### config.mk
export PLATFORM = sky130hd
export DESIGN_NAME = sram_arbiter
export DESIGN_NICKNAME = d
export VERILOG_FILES = /design/src/rtl/sram_arbiter.sv
export SDC_FILE = /design/constraint.sdc
export NUM_CORES = 1
export LEC_CHECK = 0
export ABC_AREA = 1
export CAP_MARGIN = 20
export CORE_MARGIN = 2
export CORE_UTILIZATION = 40
export CTS_BUF_LIST = sky130_fd_sc_hd__clkbuf_16
export CTS_CLUSTER_DIAMETER = 40
export DETAILED_ROUTE_END_ITERATION = 10
export PLACE_DENSITY = 0.89
export SLEW_MARGIN = 10
export SYNTH_ARGS = -nofsm -noshare
export SYNTH_HDL_FRONTEND = slang
export SYNTH_SLANG_ARGS = --single-unit
### constraint.sdc
create_clock -name clk -period 3.8 [get_ports clk]
set_input_delay 0.57 -clock clk [delete_from_list [all_inputs] [get_ports clk]]
set_output_delay 0.57 -clock clk [all_outputs]
set_load 0.05 [all_outputs]
### src/rtl/sram_arbiter.sv
// Two-mode SRAM arbiter: the loader owns the SRAM while loading. Afterwards
// two read clients share it round-robin, and loader writes always take priority.
module sram_arbiter #(
    parameter int AW     = 16,
    parameter int DW     = 16,
    parameter int RD_LAT = 1
) (
    input  logic          clk,
    input  logic          rst,
    input  logic          load_busy,
    input  logic          w_req,
    input  logic [AW-1:0] w_addr,
    input  logic [DW-1:0] w_data,
    output logic          w_gnt,
    input  logic          a_req,
    input  logic [AW-1:0] a_addr,
    output logic          a_gnt,
    output logic          a_rvalid,
    output logic [DW-1:0] a_rdata,
    input  logic          b_req,
    input  logic [AW-1:0] b_addr,
    output logic          b_gnt,
    output logic          b_rvalid,
    output logic [DW-1:0] b_rdata,
    output logic          sram_wen,
    output logic [AW-1:0] sram_addr,
    output logic [DW-1:0] sram_wdata,
    input  logic [DW-1:0] sram_dout,
    output logic          mode
);

    typedef enum logic {
        LOAD = 1'b0,
        RUN  = 1'b1
    } state_e;

    state_e            state_q, state_d;
    logic              rr_b_q, rr_b_d;
    logic [AW-1:0]     addr_q, addr_d;
    logic [RD_LAT-1:0] vld_q, vld_d;
    logic [RD_LAT-1:0] cid_q, cid_d;
    logic [DW-1:0]     a_rdata_q, a_rdata_d;
    logic [DW-1:0]     b_rdata_q, b_rdata_d;
    logic              rd_ok;
    logic              a_win;

    always_ff @(posedge clk) begin
        if (!rst) begin
            state_q <= LOAD;
        end else begin
            state_q <= state_d;
        end
    end

    always_comb begin
        state_d = state_q;
        case (state_q)
            LOAD: begin
                if (!load_busy && !w_req) begin
                    state_d = RUN;
                end
            end
            RUN: begin
                if (load_busy) begin
                    state_d = LOAD;
                end
            end
            default: state_d = LOAD;
        endcase
    end

    // Reads only start in RUN with the loader idle, so a mode change
    // lets in-flight reads drain while new ones are held off.
    always_comb begin
        w_gnt  = 1'b0;
        a_gnt  = 1'b0;
        b_gnt  = 1'b0;
        addr_d = addr_q;
        rr_b_d = rr_b_q;
        rd_ok  = rst && (state_q == RUN) && !load_busy && !w_req;
        a_win  = a_req && (!b_req || !rr_b_q);
        if (rst && w_req) begin
            w_gnt  = 1'b1;
            addr_d = w_addr;
        end else if (rd_ok && a_win) begin
            a_gnt  = 1'b1;
            addr_d = a_addr;
            rr_b_d = 1'b1;
        end else if (rd_ok && b_req) begin
            b_gnt  = 1'b1;
            addr_d = b_addr;
            rr_b_d = 1'b0;
        end
        sram_wen   = w_gnt;
        sram_wdata = w_data;
        sram_addr  = rst ? addr_d : '0;
        mode       = rst && (state_q == RUN);
    end

    // Tag pipeline: slot 0 holds this cycle's grant, the last slot returns.
    always_comb begin
        vld_d[0] = a_gnt || b_gnt;
        cid_d[0] = b_gnt;
        for (int i = 1; i < RD_LAT; i++) begin
            vld_d[i] = vld_q[i-1];
            cid_d[i] = cid_q[i-1];
        end
        a_rvalid  = rst && vld_q[RD_LAT-1] && !cid_q[RD_LAT-1];
        b_rvalid  = rst && vld_q[RD_LAT-1] && cid_q[RD_LAT-1];
        a_rdata_d = a_rvalid ? sram_dout : a_rdata_q;
        b_rdata_d = b_rvalid ? sram_dout : b_rdata_q;
        a_rdata   = rst ? a_rdata_d : '0;
        b_rdata   = rst ? b_rdata_d : '0;
    end

    always_ff @(posedge clk) begin
        if (!rst) begin
            rr_b_q    <= 1'b0;
            addr_q    <= '0;
            vld_q     <= '0;
            cid_q     <= '0;
            a_rdata_q <= '0;
            b_rdata_q <= '0;
        end else begin
            rr_b_q    <= rr_b_d;
            addr_q    <= addr_d;
            vld_q     <= vld_d;
            cid_q     <= cid_d;
            a_rdata_q <= a_rdata_d;
            b_rdata_q <= b_rdata_d;
        end
    end

endmodule

==> results.toml <==
[run_status]
status = "finished clean"

[synth]
synth_commonest_cells = "nand2_1 (99), dfxtp_1 (52), o21ai_0 (43)"
synth_most_common_cell = "nand2_1"
synth_seq_cells = 52
ys_warn_count = 0
synth_async_sr_flop_share = 0
yosysTopAreaCellShare = 0.411
yosysUniqueCellTypes = 21
synth_edf_count = 0
synthTopCellsByArea = "dfxtp_1 (41%), nand2_1 (15%), o21ai_0 (8.5%), buf_4 (6.2%), nor2_1 (5.5%)"
syn_area_um2 = 2530
ys.flop_type = "dfxtp_1"
syn_avg_cell_area_um2 = 7.35
synth_top_cell_by_area = "dfxtp_1"
syn-instance-count = 344
synth-seq-area-share = 0.411
syn-num-nets = 430

[sta]
rsz0062_at_grt = "no"
relSlewSlack = 0.643
slew_violations = 0
fin_ws_ps = 666
fmax_mhz = 319
fin_crit_sh = 0.825
min_period_ps = 3130
finalHoldViolCount = 0
fin_skew_ps = 5.15
timing.setup.tns_ps = 0
tightest_slew_ps = 534
setup_viol = 0

[floorplan]
start_util = 0.420
pin_count = 157
rows = 28
coreArea_um2 = 6030
die_w_um = 83.5
dieArea_um2 = 6980
die_y_um = 83.5

[critical_path]
crit_family = "buffers and inverters"
critPathCaptureType = "output port"
worst-setup-path-type = "primary input to output port"
critPathLaunchType = "primary input"
crit_chain = "clkdlybuf4s50_1, inv_2, nand2_4, nor2_8, nand2_8, inv_2, clkdlybuf4s50_1"
reg2reg_slack_ps = 2260
critPathRequiredTime_ps = 3230
crit_slowest_cell = "clkdlybuf4s50_1"
arrival_ps = 2560
slowest_delay_ps = 800
critical_path.max_fanout = 18
critPathBufInv = 4

[placement]
dp.cells = 508
place_ws_ps = 675
hpwl_mm = 5.65
postPlaceCellArea_um2 = 3930
gp_congestion = 0.809
port_buffers = 124

[clock_network]
postCtsSetupBuffers = 0
cts_tree = "built"
cts_resized = 0
htreeDepth = 2
clk_path_buf_depth = 2
clock_latency_ps = 280
cts.clk_slew.worst_paths_ps = 70
root_buffer = "clkbuf_16"
cts.sinks = 52
cts-hold-fix-buffers = 0
cts_buffers = 5

[route]
vias_per_cell = 5.10
route.vias.total = 2630
drt-initial-drc-count = 84
ant_nets = 0
wirelength_mm = 7.55
post-route-drc-count = 0
firstDrtPassIters = 4
routedWlPerCell_um = 14.6

[global_routing]
grtUsageTotal = 0.217
grt_pass1_wl_mm = 12.5
grt_pass1_vias = 2662
antenna_found_initial = 0
grt_overflow = 0
grt_start_max_net_pins = 34

[final_layout]
nNetsFinal = 526
layout-drive-gt1-share = 0.193
n_antenna_cell = 0
final_area_um2 = 4080
stdcell_count = 516
syn2layout_area_growth_pct = 61.3

[pwr]
power_density_nw_per_um2 = 299
p_leak_nw = 1.71
ir_drop_uv = 234

[job]
maxCapViolCount = 0

[worst_hold_path]
hold_class = "register to register"
logic make-up after synthesis:
kind of cell,share of synthesized area
simple gates,0.364
compound gates,0.0989
buf+inv,0.125
flops,0.411
final cells by class:
class / count / area [um2]
clock inverters: 3 / 21.3
flip-flops and latches: 52 / 1040
clock buffers: 5 / 125
multi-input cells: 243 / 1170
inverters: 8 / 35.0
well taps: 75 / 93.8
repair buffers: 130 / 1590
fillers: 487 / 1950
power breakdown:
part           internal (mW)  switching [mW]  total, mW  leakage, nW
Sequential             0.557         0.00459      0.562        0.422
Combinational          0.103           0.118      0.221         1.22
Clock                  0.245           0.193      0.439       0.0702
Total                  0.905           0.316       1.22         1.71
final timing paths:
| kind | start | end | cells after the start |
|---|---|---|---|
| worst max-delay path | w_req | a_gnt | 7 |
| worst max register to register | state_q | addr_q[14] | 8 |
| worst min register to register | a_rdata_q[12] | a_rdata_q[12] | 2 |
| worst min-delay path | a_rdata_q[12] | a_rdata_q[12] | 2 |
sequential cells by signal, indices dropped and copies added, names as in the netlist:
signal     cells
vld_q          1
addr_q        16
a_rdata_q     16
state_q        1
rr_b_q         1
cid_q          1
b_rdata_q     16
per-stage QoR:
stage,power (mW),hold slack (ps),utilization
after floorplan,0.728,518,-
final,1.22,546,0.677
after CTS,1.24,546,0.677
after detailed placement,0.794,534,0.653
after global placement,0.790,524,0.653
after global routing,1.28,570,0.677
metal layers:
| layer | vias up | wire length, um | global-route usage |
|---|---|---|---|
| li1 | 1300 | - | - |
| met5 | - | 0 | 0 |
| met2 | 89 | 3790 | 0.364 |
| met3 | 30 | 345 | 0.0485 |
| met4 | 0 | 360 | 0.122 |
| met1 | 1211 | 3050 | 0.255 |
worst register-to-register path: cells and delay by family (launching register included):
kind	cells	cell delay, ps
and+or+nand+nor	6	660
buffers and inverters	2	400
DFF	1	370
cells in the final DEF, fill, tap and decap left out, types with 2 or more instances in the layout:
cell and instances:
nand2_1 99, clkdlybuf4s50_1 72, dfxtp_1 52, o21ai_0 43, nor2_1 37, buf_12 35, nand3_1 25, buf_4 22
nand4_1 16, nand3_2 8, o21ai_1 6, inv_1 5, clkbuf_16 5, nand2_4 3, inv_2 2, nand2_8 2
inv_6 2, nor2_2 2
(Power assumes the default switching activity.)
